===== src/rtl/windup_scheduler.sv =====
// windup_scheduler: queues burst lengths and loads them one at a time into windup_clock,
// mirroring the downstream countdown and enforcing an idle gap between bursts.
module windup_scheduler #(
  parameter int BIT   = 16,
  parameter int DEPTH = 4,
  parameter int GAP   = 2
) (
  input  logic                     clk_in,
  input  logic                     rst_n,
  input  logic                     req_valid,
  output logic                     req_ready,
  input  logic [BIT-1:0]           req_len,
  output logic                     wr_en,
  output logic [BIT-1:0]           wind,
  output logic                     busy,
  output logic [BIT-1:0]           remaining,
  output logic                     burst_done,
  output logic [$clog2(DEPTH):0]   fifo_count
);
  localparam int AW = $clog2(DEPTH);
  localparam int GW = GAP > 1 ? $clog2(GAP) : 1;
  localparam logic [AW:0] FULL = (AW+1)'(DEPTH);
  localparam logic [GW-1:0] GLAST = GW'(GAP - 1);

  typedef enum logic [1:0] {S_IDLE, S_LOAD, S_RUN, S_GAP} state_t;

  state_t state, nxt;
  logic [BIT-1:0] mem [DEPTH];
  logic [AW-1:0] rd_ptr, wr_ptr;
  logic [GW-1:0] gcnt;
  logic [BIT-1:0] head;
  logic push, pop;

  assign head = mem[rd_ptr];
  assign req_ready = fifo_count != FULL;
  assign push = req_valid && req_ready;
  assign pop = state == S_IDLE && fifo_count != '0;
  assign busy = state != S_IDLE || fifo_count != '0;

  always_comb begin
    nxt = state;
    case (state)
      S_IDLE: nxt = pop && head != '0 ? S_LOAD : S_IDLE;
      S_LOAD: nxt = S_RUN;
      S_RUN:  nxt = remaining == BIT'(1) ? (GAP == 0 ? S_IDLE : S_GAP) : S_RUN;
      S_GAP:  nxt = gcnt == GLAST ? S_IDLE : S_GAP;
      default: nxt = S_IDLE;
    endcase
  end

  always_ff @(posedge clk_in) begin
    if (!rst_n) begin
      state      <= S_IDLE;
      rd_ptr     <= '0;
      wr_ptr     <= '0;
      fifo_count <= '0;
      wr_en      <= 1'b0;
      wind       <= '0;
      remaining  <= '0;
      burst_done <= 1'b0;
      gcnt       <= '0;
    end else begin
      state <= nxt;
      if (push) begin
        mem[wr_ptr] <= req_len;
        wr_ptr      <= wr_ptr + AW'(1);
      end
      if (pop) rd_ptr <= rd_ptr + AW'(1);
      fifo_count <= fifo_count + (AW+1)'(push) - (AW+1)'(pop);
      wr_en <= nxt == S_LOAD;
      if (nxt == S_LOAD) wind <= head;
      // wind doubles as the latched length for the LOAD -> RUN handoff
      if (state == S_LOAD) remaining <= wind;
      else if (state == S_RUN) remaining <= remaining - BIT'(1);
      burst_done <= (pop && head == '0) || (state == S_RUN && remaining == BIT'(1));
      gcnt <= state == S_GAP ? gcnt + GW'(1) : '0;
    end
  end
endmodule


===== config.mk =====
export PLATFORM = sky130hd
export DESIGN_NAME = windup_scheduler
export DESIGN_NICKNAME = d
export VERILOG_FILES = /design/src/rtl/windup_scheduler.sv
export SDC_FILE = /design/constraint.sdc
export NUM_CORES = 1
export LEC_CHECK = 0
export CORE_UTILIZATION = 55
export CTS_BUF_LIST = sky130_fd_sc_hd__clkbuf_4 sky130_fd_sc_hd__clkbuf_8
export DETAILED_ROUTE_END_ITERATION = 8
export PLACE_DENSITY = 0.78
export SLEW_MARGIN = 10
export SYNTH_ARGS = -nofsm -noshare
export SYNTH_HDL_FRONTEND = slang
export SYNTH_SLANG_ARGS = --single-unit

===== constraint.sdc =====
create_clock -name clk_in -period 6.7 [get_ports clk_in]
set_clock_uncertainty 0.15 [all_clocks]
set_input_delay 1.34 -clock clk_in [delete_from_list [all_inputs] [get_ports clk_in]]
set_output_delay 1.34 -clock clk_in [all_outputs]
set_load 0.01 [all_outputs]

==> impl_results.md, run 1 <==
- Status: finished with violations
- EDFF count, synth: 64
- Fraction of layout cells with a size suffix above 1: 0.108
- DRC: 12
- Max stage delay on crit path: ~1100 ps
- PwrDens: around 450 nW/um^2
- Fmax: between 0.2 and 0.3 GHz
- Overall via count from detail_route: 3443
- Crit end category: flip-flop
- Final Hold Viols: 0
- DR iter-0 viols: 327
- Number of max-cap violations: 0
- Area leader, netlist: edfxtp_1
- Pint: 1610 uW
- Main synth FF type: edfxtp_1
- Detail Route Antenna Nets: 0
- Finished Cell Area: 5840 sq um
- Slowest stage cell on the critical path: dfxtp_1
- Tot Pwr: 2640 uW
- Endpoints failing setup: 0
- Setup TNS: 0 ps
- CTS root buffer: clkbuf_8
- Tcrit/Tclk final: 0.542
- # fillers: 650
- Largest net degree at the start of global routing: 74
- GRT Total Usage: 0.218
- Seq/Total Area, Yosys: 0.563
- Failing checks: DRC
- Critical-path cell list: mux4_2 > or4_1 > nor2_1 > nand3_2 > o32ai_1 > a311o_1
- Post-synthesis cell area: 5050 sq um
- Synth top area share: 0.380
- WP data arrival: 3810 ps
- Number of global-route vias before repair: 3295
- Resized cells post-CTS: 0
- Flops & latches, synth: 110
- Site Rows: 34
- Peak supply drop: 0.179 mV
- GP Congestion: 0.864
- Vias per cell: 6.12
- Fraction of registers with async set or reset after synthesis: 0
- Final hold slack: 367 ps
- Synth area leaders: edfxtp_1, dfxtp_1, mux4_2
- Post-Synthesis Cells: a little over 400
- Area growth from synthesis to layout: 15.5%
- Core ar.: 8810 sq um
- Switch share: 0.390
- DR pass1 iterations: 7
- Clock power share: 0.151
- Leakage dissipation: between 0.0015 and 0.002 uW
- CTS clk-pin slew, worst paths: 110 ps
- Total Wirelength: 9850 microns
- Starting Density: 0.574
- H-tree levels: 3
- I/O Buffers: between 50 and 60
- Overflow after GRT: 0
- Crit path max fanout: 18
- Clock buffer count from CTS: 9
- Final Max Slew Viols: 0
- Die Span Y: 97.9 microns
- Most numerous cell in the Yosys netlist: edfxtp_1
- HPWL after DPL: 6790 microns
- TritonCTS clock tree: done
- Combinational share of power: 0.462
- Initial antenna violation count: 0
- Placed cell area: 5640 sq um
- Slew margin rel.: 0.259
- CTS Sinks: 110
- Switching Power: 1030 uW
- Synthesized Nets: between 400 and 500
- WS Path Type: reg -> reg
- Chip Width: 97.9 microns
- Synth unique cells: 46
- First-pass GRT wire length: between 15000 and 20000 microns
- Min Tclk post-route: 3630 ps
- RSZ-0062 raised after global routing: false
- Die Area: between 9000 and 10000 sq um
- Setup bufs post-CTS: 0
- Avg Cell Area, Syn: roughly 12 sq um
- Slew at the pin closest to its max-slew limit: 1110 ps
- Startpoint types: flip-flop
- Wirelength per Cell: 17.5 microns
- Ports: 58
- Hold Buf Count CTS: 0
- Final nets: 483
- N_diodes: 0
- Hold Path Class: reg -> reg
- Req. time, crit path: between 6000 and 7000 ps
- Flop pwr share: 0.388
- Worst skew pair latency: 370 ps
- Yosys Warn Count: 0
- Synth top cells by count: edfxtp_1, nand2_1, dfxtp_1
- Clock buffer depth: 2
==> kinds of logic (layout without fill, tap and decap cells) <==
kind of cell    Yosys count  in the layout  share of synthesized area
xor+xnor                  5              5                    0.00867
fa+ha+maj                14             14                     0.0361
flops                   110            110                      0.563
simple gates            134            134                      0.138
compound gates           86             86                      0.142
mux                      17             17                     0.0733
buf+inv                  44             89                     0.0391
==> area by class of cell <==
type                       instances  area, sq um  area share
clock buffer                       9          124      0.0212
clock inverter                     7         76.3      0.0131
inverter                          12         45.0     0.00772
multi-input combinational        256         2020       0.346
sequential                       110         2840       0.487
tap                              108          135      0.0231
timing repair buffer              61          596       0.102
==> placed cells by master, fill, tap and decap left out, types with 13 or more instances in the layout <==
| cell type | instances |
|---|---|
| edfxtp_1 | 64 |
| clkdlybuf4s50_1 | 56 |
| nand2_1 | 52 |
| dfxtp_1 | 46 |
| nor3b_1 | 18 |
| o21ai_0 | 18 |
| nor2_1 | 16 |
| mux4_2 | 16 |
| a311o_1 | 16 |
| ha_1 | 13 |
==> state kept, by name (all words and copies together) (netlist names), named ones only <==
signal      flops
rd_ptr          2
fifo_count      3
wind           16
wr_en           1
gcnt            1
wr_ptr          2
state           2
burst_done      1
remaining      16
mem            64
==> path summary, 6_finish.rpt <==
| path | cells after the start | start | endpoint | slack [ps] |
|---|---|---|---|---|
| min reg2reg | 2 | wr_ptr[1] | wr_ptr[1] | 370 |
| max | 6 | flip-flop | wind[0] | 3070 |
| max reg2reg | 6 | flip-flop | wind[0] | 3070 |
| min | 2 | wr_ptr[1] | wr_ptr[1] | 370 |
==> worst max-delay path, delay by kind of cell (launching register included) <==
kind | cells | cell delay [ps]
AND/OR/NAND/NOR | 3 | 1080
flip-flops | 1 | 1070
AO/OA/AOI/OAI | 2 | 650
multiplexers | 1 | 630
==> per-layer routing <==
metal | track usage | wire (microns) | up-vias
met4 | 0.0804 | 184 | 0
met2 | 0.368 | 4860 | 103
met3 | 0.0429 | 511 | 13
li1 | - | - | 1642
met5 | 0 | 0 | -
met1 | 0.281 | 4280 | 1685
==> power by group through the flow <==
stage                     clock network [uW]  registers [uW]  logic (uW)
after floorplan                            0            1010         832
after global placement                     0            1030        1180
after detailed placement                   0            1040        1220
after CTS                                407            1020        1220
after global routing                     436            1050        1330
final                                    397            1020        1220
==> metrics by stage <==
step | cells | worst slack (ps) | util
floorplan | 410 | 3510 | -
global placement | 547 | 3130 | 0.640
detailed placement | 547 | 3020 | 0.640
CTS | 563 | 3010 | 0.663
global route | 563 | 2860 | 0.663
finish | 563 | 3070 | 0.663
(Power assumes the default switching activity.)
==> run 2: changes to the inputs <==
==> constraint.sdc (replaced) <==
create_clock -name clk_in -period 3.5 [get_ports clk_in]
set_clock_uncertainty 0.15 [all_clocks]
set_input_delay 0.7 -clock clk_in [delete_from_list [all_inputs] [get_ports clk_in]]
set_output_delay 0.7 -clock clk_in [all_outputs]
set_load 0.01 [all_outputs]
==> impl_results.md, run 2 (synthesis gave the netlist of run 1 again) <==
- Status: finished with violations
- Failing checks: DRC
- I/O Buffers: 57 (unchanged)
- TritonCTS clock tree: done
- H-tree levels: 3 (unchanged)
- Crit path max fanout: 17 (-1)
- Crit end category: flip-flop
- Buf+Inv Stages, Crit Path: 2 (+2)
- Clock power share: 0.156 (+0.005)
- Clock buffer count from CTS: 9 (unchanged)
- Hold Path Class: reg -> reg
- HPWL after DPL: 7030 microns (+3.6%)
- N_diodes: 0 (unchanged)
- RSZ-0062 raised after global routing: false
- Initial antenna violation count: 0 (unchanged)
- Overflow after GRT: 0 (unchanged)
- Vias per cell: 6.06 (-0.95%)
- HP Start: wr_ptr[1]
- Commonest non-fill, non-tap cell in the layout: edfxtp_1
- Placed cell area: 5730 sq um (+1.6%)
- Resized cells post-CTS: 0 (unchanged)
- Finished Cell Area: 5940 sq um (+1.7%)
- Most flops, register: mem
- CTS Sinks: 110 (unchanged)
- CP most frequent cell: buf_4
- Min Tclk post-route: 3040 ps (-598 ps)
- Total Wirelength: 10100 microns (+2.9%)
- Delay-heaviest family, CP: flip-flops
- Max stage delay on crit path: 680 ps (-390 ps)
- Worst r2r path cells: 8 (+2)
- DR pass1 iterations: 7 (unchanged)
- Max FFs per register: 64 (unchanged)
- Endpoints failing setup: 0 (unchanged)
- CTS clk-pin slew, worst paths: 100 ps (about the same)
- Detail Route Antenna Nets: 0 (unchanged)
- DR iter-0 viols: 178 (-46%)
- Peak supply drop: 0.508 mV (+180%)
- Leakage dissipation: 0.00198 uW (+2.9%)
- Overall via count from detail_route: 3471 (+0.81%)
- Chip Width: 97.9 microns (unchanged)
- Final Hold Viols: 0 (unchanged)
- Combinational share of power: 0.470 (+0.008)
- PwrDens: 865 nW/um^2 (+92%)
- Req. time, crit path: 3660 ps (-3210 ps)
- Fmax: 0.329 GHz (+20%)
- Reg2Reg Setup Slack: 460 ps (-2600 ps)
- WP data arrival: 3200 ps (-610 ps)
- Critical-path cell list: buf_4 > mux4_2 > or4_1 > nor2_1 > nand3_2 > buf_4 > o32ai_1 > a311o_1
- Hold Buf Count CTS: 0 (unchanged)
- Leading cell types in the layout, fill and taps excluded: edfxtp_1, clkdlybuf4s50_1, nand2_1
- Hold EP: wr_ptr[1]
- First-pass GRT wire length: 16700 microns (+2.5%)
- Slowest stage cell on the critical path: dfxtp_1
- Worst r2r dst: wind[0]
- Wirelength per Cell: 17.7 microns (+1.1%)
- Fraction of layout cells with a size suffix above 1: 0.127 (+0.0192)
- Area growth from synthesis to layout: 17.5%
- Final Max Slew Viols: 0 (unchanged)
- Number of global-route vias before repair: 3270 (-0.76%)
- Placed cells: 557 (+1.8%)
- Biggest regs: mem (64), remaining (16), wind (16)
- Ports: 58 (unchanged)
- Fin cells: 573 (+1.8%)
- Setup bufs post-CTS: 0 (unchanged)
- GRT Total Usage: 0.224 (+0.00631)
- DRC: 12 (unchanged)
- Slew margin rel.: 0.403 (+0.144)
- Final nets: 493 (+2.1%)
- Flop pwr share: 0.375 (-0.013)
- WS Path Type: reg -> reg
- Largest net degree at the start of global routing: 49 (-34%)
- Tcrit/Tclk final: 0.868 (+0.325)
- Worst skew pair latency: 370 ps (about the same)
- Site Rows: 34 (unchanged)
- Setup TNS: 0 ps (unchanged)
- Tot Pwr: 5140 uW (+95%)
- Switch share: 0.384 (-0.00642)
- Number of max-cap violations: 0 (unchanged)
- Starting Density: 0.574 (unchanged)
- GP Congestion: 0.869 (+0.57%)
- CTS root buffer: clkbuf_8
- Pint: 3160 uW (+97%)
- Switching Power: 1970 uW (+92%)
- Hold path depth: 2 (unchanged)
- Clock buffer depth: 2 (unchanged)
- Die Span Y: 97.9 microns (unchanged)
- Die Area: 9580 sq um (unchanged)
- Startpoint types: flip-flop
- Core ar.: 8810 sq um (unchanged)
- Slew at the pin closest to its max-slew limit: 895 ps (-215 ps)
-- run 2: power by group through the flow --
stage,clock network [uW],registers (uW),logic [uW]
after detailed placement,0,1950,2400
after global routing,871,1970,2640
final,799,1930,2410
after CTS,818,1920,2420
after floorplan,0,1940,1590
after global placement,0,1940,2320
-- run 2: metrics by stage --
step | setup slack, ps | hold WS [ps] | utilization
CTS | 424 | 382 | 0.674
floorplan | 819 | 327 | -
global placement | 586 | 346 | 0.650
global route | 224 | 425 | 0.674
finish | 463 | 376 | 0.674
detailed placement | 468 | 367 | 0.650
-- run 2: worst max path at each step --
| stage | to | slack, ps | from | cells past startpoint |
|---|---|---|---|---|
| floorplan | wind[1] | 820 | flip-flop | 9 |
| global placement | wind[9] | 590 | flip-flop | 7 |
| detailed placement | wind[0] | 470 | flip-flop | 8 |
| CTS | wind[0] | 420 | flip-flop | 8 |
| global route | wind[0] | 220 | flip-flop | 8 |
| finish | wind[0] | 460 | flip-flop | 8 |
-- run 2: layout make-up --
cell class | count | area (sq um)
Multi-Input combinational cell | 256 | 2020
Clock inverter | 7 | 86.3
Sequential cell | 110 | 2840
Timing Repair Buffer | 71 | 683
Tap cell | 108 | 135
Inverter | 12 | 45.0
Fill cell | 646 | 2870
Clock buffer | 9 | 124
-- run 2: routing by layer --
| metal | vias to the layer above | routed length (microns) | track usage |
|---|---|---|---|
| met5 | - | 0 | 0 |
| li1 | 1655 | - | - |
| met4 | 0 | 191 | 0.0793 |
| met2 | 101 | 5170 | 0.382 |
| met3 | 15 | 462 | 0.0286 |
| met1 | 1700 | 4310 | 0.297 |
-- run 2: worst reg2reg max path, cell delays in order, from the launching register on --
cell and delay [ps]:
dfxtp_1 680, buf_4 250, mux4_2 540, or4_1 410
nor2_1 140, nand3_2 80, buf_4 230, o32ai_1 340
a311o_1 170
